<file path="src/rtl/multicycle_control.sv">
// ---------------------------------------------------------------------------
// multicycle_control
//
// Main control FSM for the multi-cycle MIPS datapath. Each instruction is
// stepped through FETCH, DECODE and then an opcode-specific set of execute,
// memory and writeback states. The FSM drives the datapath enables and mux
// selects for each state, and it stalls on the memory ready handshake.
//
// Ports:
//   clk_i            clock, rising edge
//   rst_i            asynchronous active-low reset
//   instr_op_i       opcode from the instruction register (used in DECODE)
//   mem_ready_i      memory access completes this cycle
//   pc_write_o       unconditional PC load
//   pc_write_cond_o  PC load if ALU zero (beq)
//   i_or_d_o         memory address select: 0 = PC, 1 = ALUOut
//   mem_read_o       memory read request
//   mem_write_o      memory write request
//   ir_write_o       instruction register load
//   mem_to_reg_o     writeback source: 1 = MDR, 0 = ALUOut
//   pc_source_o      0 = ALU result, 1 = ALUOut, 2 = jump address
//   alu_op_o         0 = add, 1 = sub, 2 = R-type funct, 3 = slt
//   alu_src_a_o      0 = PC, 1 = rs
//   alu_src_b_o      0 = rt, 1 = 4, 2 = sext imm, 3 = sext imm << 2
//   reg_write_o      register file write
//   reg_dst_o        1 = rd, 0 = rt
//   illegal_op_o     one-cycle pulse in DECODE for an undefined opcode
//   state_o          current state encoding, for debug
// ---------------------------------------------------------------------------
module multicycle_control #(
  parameter int OP_W          = 6,
  parameter int ALUOP_W       = 3,
  parameter int STATE_W       = 4,
  parameter int MEM_HANDSHAKE = 1
) (
  input  logic               clk_i,
  input  logic               rst_i,
  input  logic [OP_W-1:0]    instr_op_i,
  input  logic               mem_ready_i,
  output logic               pc_write_o,
  output logic               pc_write_cond_o,
  output logic               i_or_d_o,
  output logic               mem_read_o,
  output logic               mem_write_o,
  output logic               ir_write_o,
  output logic               mem_to_reg_o,
  output logic [1:0]         pc_source_o,
  output logic [ALUOP_W-1:0] alu_op_o,
  output logic               alu_src_a_o,
  output logic [1:0]         alu_src_b_o,
  output logic               reg_write_o,
  output logic               reg_dst_o,
  output logic               illegal_op_o,
  output logic [STATE_W-1:0] state_o
);

  typedef enum logic [3:0] {
    FETCH    = 4'd0,
    DECODE   = 4'd1,
    MEM_ADDR = 4'd2,
    MEM_RD   = 4'd3,
    MEM_WB   = 4'd4,
    MEM_WR   = 4'd5,
    R_EXEC   = 4'd6,
    R_WB     = 4'd7,
    BRANCH   = 4'd8,
    I_EXEC   = 4'd9,
    I_WB     = 4'd10,
    JUMP     = 4'd11
  } state_t;

  localparam logic [5:0] OP_RTYPE = 6'h00;
  localparam logic [5:0] OP_J     = 6'h02;
  localparam logic [5:0] OP_BEQ   = 6'h04;
  localparam logic [5:0] OP_ADDI  = 6'h08;
  localparam logic [5:0] OP_SLTI  = 6'h0A;
  localparam logic [5:0] OP_LW    = 6'h23;
  localparam logic [5:0] OP_SW    = 6'h2B;

  localparam logic [ALUOP_W-1:0] ALU_ADD   = ALUOP_W'(0);
  localparam logic [ALUOP_W-1:0] ALU_SUB   = ALUOP_W'(1);
  localparam logic [ALUOP_W-1:0] ALU_FUNCT = ALUOP_W'(2);
  localparam logic [ALUOP_W-1:0] ALU_SLT   = ALUOP_W'(3);

  localparam logic HANDSHAKE_ON = (MEM_HANDSHAKE != 0);

  // State and latched opcode
  state_t     r_state;
  logic       r_active;
  logic [5:0] r_opcode;

  // Registered Moore outputs
  logic               r_fetch;
  logic               r_pcWrite;
  logic               r_pcWriteCond;
  logic               r_iOrD;
  logic               r_memRead;
  logic               r_memWrite;
  logic               r_memToReg;
  logic [1:0]         r_pcSource;
  logic [ALUOP_W-1:0] r_aluOp;
  logic               r_aluSrcA;
  logic [1:0]         r_aluSrcB;
  logic               r_regWrite;
  logic               r_regDst;

  // Decode helpers
  logic       w_ready;
  logic [5:0] w_opLow;
  logic       w_opUpperZero;
  logic       w_opLegal;
  logic [5:0] w_opForNext;

  // Next state and the Moore outputs that go with it
  state_t             w_nextState;
  logic               w_nFetch;
  logic               w_nPcWrite;
  logic               w_nPcWriteCond;
  logic               w_nIOrD;
  logic               w_nMemRead;
  logic               w_nMemWrite;
  logic               w_nMemToReg;
  logic [1:0]         w_nPcSource;
  logic [ALUOP_W-1:0] w_nAluOp;
  logic               w_nAluSrcA;
  logic [1:0]         w_nAluSrcB;
  logic               w_nRegWrite;
  logic               w_nRegDst;

  assign w_ready       = mem_ready_i | ~HANDSHAKE_ON;
  assign w_opLow       = instr_op_i[5:0];
  assign w_opUpperZero = ((instr_op_i >> 6) == '0);

  always_comb begin
    w_opLegal = 1'b0;
    if (w_opUpperZero) begin
      case (w_opLow)
        OP_RTYPE, OP_J, OP_BEQ, OP_ADDI, OP_SLTI, OP_LW, OP_SW: w_opLegal = 1'b1;
        default:                                                w_opLegal = 1'b0;
      endcase
    end
  end

  // The only transition that depends on the opcode of the instruction being
  // entered is DECODE, where the latch has not been loaded yet.
  assign w_opForNext = (r_state == DECODE) ? w_opLow : r_opcode;

  // Next-state logic. The first edge after reset release only activates the
  // FSM in FETCH, so no request is issued while the reset is still settling.
  always_comb begin
    w_nextState = FETCH;
    if (r_active) begin
      case (r_state)
        FETCH:    w_nextState = w_ready ? DECODE : FETCH;
        DECODE: begin
          if (!w_opLegal) begin
            w_nextState = FETCH;
          end else begin
            case (w_opLow)
              OP_RTYPE:        w_nextState = R_EXEC;
              OP_LW, OP_SW:    w_nextState = MEM_ADDR;
              OP_ADDI, OP_SLTI: w_nextState = I_EXEC;
              OP_BEQ:          w_nextState = BRANCH;
              OP_J:            w_nextState = JUMP;
              default:         w_nextState = FETCH;
            endcase
          end
        end
        MEM_ADDR: w_nextState = (r_opcode == OP_LW) ? MEM_RD : MEM_WR;
        MEM_RD:   w_nextState = w_ready ? MEM_WB : MEM_RD;
        MEM_WB:   w_nextState = FETCH;
        MEM_WR:   w_nextState = w_ready ? FETCH : MEM_WR;
        R_EXEC:   w_nextState = R_WB;
        R_WB:     w_nextState = FETCH;
        BRANCH:   w_nextState = FETCH;
        I_EXEC:   w_nextState = I_WB;
        I_WB:     w_nextState = FETCH;
        JUMP:     w_nextState = FETCH;
        default:  w_nextState = FETCH;
      endcase
    end
  end

  // Moore output table, evaluated for the state being entered so that the
  // outputs can be registered alongside the state.
  always_comb begin
    w_nFetch       = 1'b0;
    w_nPcWrite     = 1'b0;
    w_nPcWriteCond = 1'b0;
    w_nIOrD        = 1'b0;
    w_nMemRead     = 1'b0;
    w_nMemWrite    = 1'b0;
    w_nMemToReg    = 1'b0;
    w_nPcSource    = 2'd0;
    w_nAluOp       = ALU_ADD;
    w_nAluSrcA     = 1'b0;
    w_nAluSrcB     = 2'd0;
    w_nRegWrite    = 1'b0;
    w_nRegDst      = 1'b0;
    case (w_nextState)
      FETCH: begin
        w_nFetch   = 1'b1;
        w_nMemRead = 1'b1;
        w_nAluSrcB = 2'd1;
      end
      DECODE: begin
        w_nAluSrcB = 2'd3;
      end
      MEM_ADDR: begin
        w_nAluSrcA = 1'b1;
        w_nAluSrcB = 2'd2;
      end
      MEM_RD: begin
        w_nMemRead = 1'b1;
        w_nIOrD    = 1'b1;
      end
      MEM_WB: begin
        w_nRegWrite = 1'b1;
        w_nMemToReg = 1'b1;
      end
      MEM_WR: begin
        w_nMemWrite = 1'b1;
        w_nIOrD     = 1'b1;
      end
      R_EXEC: begin
        w_nAluSrcA = 1'b1;
        w_nAluOp   = ALU_FUNCT;
      end
      R_WB: begin
        w_nRegWrite = 1'b1;
        w_nRegDst   = 1'b1;
      end
      BRANCH: begin
        w_nAluSrcA     = 1'b1;
        w_nAluOp       = ALU_SUB;
        w_nPcWriteCond = 1'b1;
        w_nPcSource    = 2'd1;
      end
      I_EXEC: begin
        w_nAluSrcA = 1'b1;
        w_nAluSrcB = 2'd2;
        w_nAluOp   = (w_opForNext == OP_SLTI) ? ALU_SLT : ALU_ADD;
      end
      I_WB: begin
        w_nRegWrite = 1'b1;
      end
      JUMP: begin
        w_nPcWrite  = 1'b1;
        w_nPcSource = 2'd2;
      end
      default: begin
        w_nFetch = 1'b0;
      end
    endcase
  end

  // State register, opcode latch and registered outputs. Reset clears
  // everything, so an instruction interrupted by reset issues no further
  // writes.
  always_ff @(posedge clk_i or negedge rst_i) begin
    if (!rst_i) begin
      r_state       <= FETCH;
      r_active      <= 1'b0;
      r_opcode      <= 6'd0;
      r_fetch       <= 1'b0;
      r_pcWrite     <= 1'b0;
      r_pcWriteCond <= 1'b0;
      r_iOrD        <= 1'b0;
      r_memRead     <= 1'b0;
      r_memWrite    <= 1'b0;
      r_memToReg    <= 1'b0;
      r_pcSource    <= 2'd0;
      r_aluOp       <= ALU_ADD;
      r_aluSrcA     <= 1'b0;
      r_aluSrcB     <= 2'd0;
      r_regWrite    <= 1'b0;
      r_regDst      <= 1'b0;
    end else begin
      r_active      <= 1'b1;
      r_state       <= w_nextState;
      if (r_state == DECODE) begin
        r_opcode <= w_opLow;
      end
      r_fetch       <= w_nFetch;
      r_pcWrite     <= w_nPcWrite;
      r_pcWriteCond <= w_nPcWriteCond;
      r_iOrD        <= w_nIOrD;
      r_memRead     <= w_nMemRead;
      r_memWrite    <= w_nMemWrite;
      r_memToReg    <= w_nMemToReg;
      r_pcSource    <= w_nPcSource;
      r_aluOp       <= w_nAluOp;
      r_aluSrcA     <= w_nAluSrcA;
      r_aluSrcB     <= w_nAluSrcB;
      r_regWrite    <= w_nRegWrite;
      r_regDst      <= w_nRegDst;
    end
  end

  // IR and PC loads in FETCH wait for the memory to actually deliver the
  // instruction, so they follow ready within the cycle.
  assign ir_write_o      = r_fetch & w_ready;
  assign pc_write_o      = r_pcWrite | (r_fetch & w_ready);
  assign illegal_op_o    = (r_state == DECODE) & ~w_opLegal;

  assign pc_write_cond_o = r_pcWriteCond;
  assign i_or_d_o        = r_iOrD;
  assign mem_read_o      = r_memRead;
  assign mem_write_o     = r_memWrite;
  assign mem_to_reg_o    = r_memToReg;
  assign pc_source_o     = r_pcSource;
  assign alu_op_o        = r_aluOp;
  assign alu_src_a_o     = r_aluSrcA;
  assign alu_src_b_o     = r_aluSrcB;
  assign reg_write_o     = r_regWrite;
  assign reg_dst_o       = r_regDst;
  assign state_o         = STATE_W'(r_state);

endmodule

</file>
<file path="config.mk">
export PLATFORM = sky130hd
export DESIGN_NAME = multicycle_control
export DESIGN_NICKNAME = d
export VERILOG_FILES = /design/src/rtl/multicycle_control.sv
export SDC_FILE = /design/constraint.sdc
export NUM_CORES = 1
export LEC_CHECK = 0
export CAP_MARGIN = 20
export CORE_MARGIN = 8
export CORE_UTILIZATION = 40
export CTS_CLUSTER_SIZE = 40
export DETAILED_ROUTE_END_ITERATION = 7
export GPL_ROUTABILITY_DRIVEN = 0
export PLACE_DENSITY_LB_ADDON = 0.3
export SETUP_SLACK_MARGIN = 0.02
export SLEW_MARGIN = 20
export SYNTH_ARGS = -nofsm -noshare
export SYNTH_HDL_FRONTEND = slang
export SYNTH_SLANG_ARGS = --single-unit
</file>
<file path="constraint.sdc">
create_clock -name clk_i -period 1.9 [get_ports clk_i]
set_input_delay 0.38 -clock clk_i [delete_from_list [all_inputs] [get_ports clk_i]]
set_output_delay 0.38 -clock clk_i [all_outputs]
set_load 0.1 [all_outputs]
</file>
==> out/summary.log <==
INFO  synthesis      ys_dominant_reg_cell=dfrtp_1
INFO  routing        drt_pass1_iterations=4
INFO  setup_path     cp_slowest_cell=or4b_4
INFO  placed_design  place_hpwl=2541um
INFO  grt            antenna_found_initial=0
INFO  sta            max_freq=446.5MHz
INFO  cells_and_area synthToLayoutAreaGrowth=74.88%
INFO  synthesis      synth_top_family_by_area=simple AND/OR/NAND/NOR gates
INFO  floorplan      overall_die_width=74.10um
INFO  cells_and_area n_antenna_cell=0
INFO  routing        route.vias.total=1,319
INFO  cells_and_area drive_gt1_share=55.40%
INFO  synthesis      post_synth_main_area_contributors=dfrtp_1 (48%), nand2_1 (7.2%), a21oi_1 (3.3%), nand2b_1 (2.8%), nor2_1 (2.5%)
INFO  routing        route.detailed.drc=0
INFO  grt            grt_pass1_wl=6244um
INFO  clock_network  cts.sinks=26
INFO  floorplan      start_util=41.10%
INFO  synthesis      postSynthAreaPerCell=9.713squm
INFO  synthesis      synth_nets=148
INFO  placed_design  placement.cell_area=1987squm
INFO  flow_run       maxCapViolations=0
INFO  sta            maximum_clock_skew_at_final_layout=0.01395ns
INFO  synthesis      synth.mux.area_fraction=0.7414%
INFO  cells_and_area finalNetCount=223
INFO  clock_network  clock_tree.htree_level_count=1
INFO  sta            hold_violations=0
INFO  synthesis      synth_enable_flop_cells=0
INFO  setup_path     slowest_delay=0.51ns
INFO  sta            period_needed=2.240ns
INFO  cells_and_area most-common-layout-cells=buf_4 (53), nand2_1 (25), dfrtp_1 (22)
INFO  synthesis      synth_top_area_share=48.19%
INFO  cells_and_area finish.instance_area=2361squm
INFO  clock_network  path_clk_slew=0.14ns
INFO  floorplan      num_io_pins=31
INFO  sta            final_min_period_over_clock_period=117.9%
INFO  synthesis      synth_largest_area_cell=dfrtp_1
INFO  clock_network  holdBufCountCts=0
INFO  worst_hold_path hold_class=in2async
INFO  synthesis      synth_adder_area_share=0%
INFO  setup_path     critPathKind=reg2out
INFO  synthesis      synth-seq-area-share=48.19%
INFO  synthesis      yosys_register_bits=26
INFO  routing        totalWireLength=3879um
INFO  synthesis      synthesis.area=1350squm
INFO  grt            grt_start_max_net_pins=27
INFO  synthesis      synth_simple_gate_area_share=30.86%
INFO  synthesis      asyncSetResetFlopFracSynth=100.0%
INFO  sta            grt_setup_unrepaired=yes
INFO  cells_and_area fill_cells=235
INFO  sta            drv_slew=0
INFO  setup_path     worst-endpoint-required=1.52ns
INFO  synthesis      syn-instance-count=139
INFO  routing        routed_wire_length_per_instance=14.98um
INFO  outcome        violations_in_the_final_reports=negative setup slack
INFO  power          leakage=1.095nW
INFO  placed_design  port_buffers=29
INFO  outcome        status=finished with violations
INFO  setup_path     crit_path_start_kind=register
INFO  setup_path     worstPathArrival=1.86ns
INFO  grt            number_of_global_route_vias_before_repair=1,413
INFO  floorplan      design.core.area=3284squm
INFO  clock_network  cts_tree=yes
INFO  synthesis      synth-compound-area-share=13.07%
INFO  cells_and_area layout_commonest_cell=buf_4
INFO  setup_path     crit_path_end_kind=output port
INFO  power          max-vdd-ir-drop=0.3755mV
INFO  synthesis      synthesis.yosys.warnings=0
INFO  sta            finalSetupViolations=18
INFO  clock_network  ctsRootBufferMaster=clkbuf_4
INFO  clock_network  tritoncts.num_buffers=3
INFO  clock_network  clock_path_buffers=2
INFO  grt            groute.usage.overall=14.53%
INFO  floorplan      die_y=74.10um
INFO  clock_network  clock_insertion_delay_worst_skew=0.31ns
INFO  setup_path     crit_chain=buf_6 -> or4b_4 -> buf_6 -> nor2_4 -> buf_12
INFO  routing        viasPerCell=5.093
INFO  sta            fin_worst_hold_slack=0.4172ns
INFO  floorplan      die_area=5490squm
INFO  routing        final_antenna_net_count=0
INFO  grt            grt_overflow_total=0
INFO  sta            final_critical_path_setup_slack=-0.3396ns
INFO  power          power.density=517.1nW/um^2
INFO  floorplan      fp-row-count=21
INFO  synthesis      yosys.area_share.xor_xnor=0.6487%
INFO  routing        detail_route.iter0.violations=35
INFO  synthesis      synth.lib_cells_used.distinct=44
INFO  setup_path     critical_path.most_common_cell=buf_6
INFO  setup_path     worstPathMaxFanout=2
-- power by group --
group | switching, W | internal (W) | total [W]
registers | 0.0000205 | 0.000586 | 0.000607
logic | 0.000225 | 0.000158 | 0.000383
clock network | 0.000150 | 0.0000819 | 0.000232
total | 0.000395 | 0.000826 | 0.00122
-- cell type report --
type	count	area, sq um	share of cell area, %
Multi-Input combinational cell	100	837.1	35.45
Clock buffer	4	26.28	1.113
Tap cell	46	57.56	2.438
Timing Repair Buffer	79	759.5	32.17
Inverter	4	15.01	0.6359
Sequential cell	26	665.6	28.19
-- critical path: cells and delay by family (launching register included) --
| kind | cells | cell delay, ns |
|---|---|---|
| simple gates | 2 | 0.60 |
| buf+inv | 3 | 0.44 |
| flops | 1 | 0.50 |
-- cells by family after synthesis --
family,Yosys count
AO/OA/AOI/OAI,23
XOR/XNOR,1
buffers and inverters,13
flip-flops,26
multiplexers,1
other,2
AND/OR/NAND/NOR,73
-- synth_stat cells, types with 2 or more instances --
| cell type | n |
|---|---|
| nand3b_1 | 3 |
| buf_4 | 3 |
| nor4_1 | 2 |
| nand2_1 | 26 |
| buf_6 | 2 |
| or3b_2 | 2 |
| o21ai_0 | 2 |
| buf_2 | 3 |
| or4b_2 | 2 |
| dfrtp_1 | 26 |
| nand3_1 | 3 |
| inv_1 | 3 |
| nor3_1 | 4 |
| o22ai_1 | 2 |
| or3_1 | 4 |
| conb_1 | 2 |
| a21oi_1 | 9 |
| nand4b_1 | 2 |
| nor2_1 | 9 |
| nand2b_1 | 6 |
-- registers in the layout, indices dropped and copies added (netlist names) --
name / count
alu_op_o: 2
mem_to_reg_o: 1
reg_dst_o: 1
pc_source_o: 1
mem_read_o: 1
alu_src_b_o: 2
state_o: 4
mem_write_o: 1
r_active: 1
pc_write_cond_o: 1
r_pcWrite: 1
reg_write_o: 1
i_or_d_o: 1
alu_src_a_o: 1
r_fetch: 1
r_opcode: 6
-- repair_timing --
item	in CTS	in global routing
setup endpoints to repair	21	20
setup buffers	12	4
pin swaps	21	18
gates resized for setup	38	12
-- routing by layer --
| metal | track usage, % | wire length [um] | part of all wire, % | vias up |
|---|---|---|---|---|
| li1 | - | - | - | 624 |
| met1 | 14.73 | 1526 | 39 | 657 |
| met2 | 26.86 | 2090 | 54 | 28 |
| met3 | 3.639 | 176 | 4.5 | 10 |
| met4 | 7.095 | 85 | 2.2 | 0 |
| met5 | 0 | 0 | 0 | - |
-- worst paths after layout --
kind,start,to,slack [ns],cells after the start
setup / recovery,state_o[1]$_DFF_PN0_,illegal_op_o,-0.34,5
hold / removal,rst_i,r_opcode[5]$_DFF_PN0_,0.42,2
setup reg to reg,state_o[1]$_DFF_PN0_,i_or_d_o$_DFF_PN0_,-0.22,6
hold reg to reg,r_opcode[2]$_DFF_PN0_,r_opcode[2]$_DFF_PN0_,0.50,2
max in group asynchronous,rst_i,state_o[3]$_DFF_PN0_,1.20,2
min in group clk_i,r_opcode[2]$_DFF_PN0_,r_opcode[2]$_DFF_PN0_,0.50,2
-- stage by stage --
stage                     setup TNS, ns  power (W)  worst slack [ns]  utilization (%)  std cells
after detailed placement         -9.055  0.0009409           -0.6610            60.50        239
after floorplan                  -5.278  0.0008019           -0.3979                -        139
final                            -2.722   0.001221           -0.3396            71.89        259
after global placement           -8.312  0.0009321           -0.5391            60.50        239
after CTS                        -2.567   0.001214           -0.3544            69.22        255
after global routing             -3.765   0.001280           -0.3905            71.89        259
Note: power is estimated with default switching activity, not from simulation.
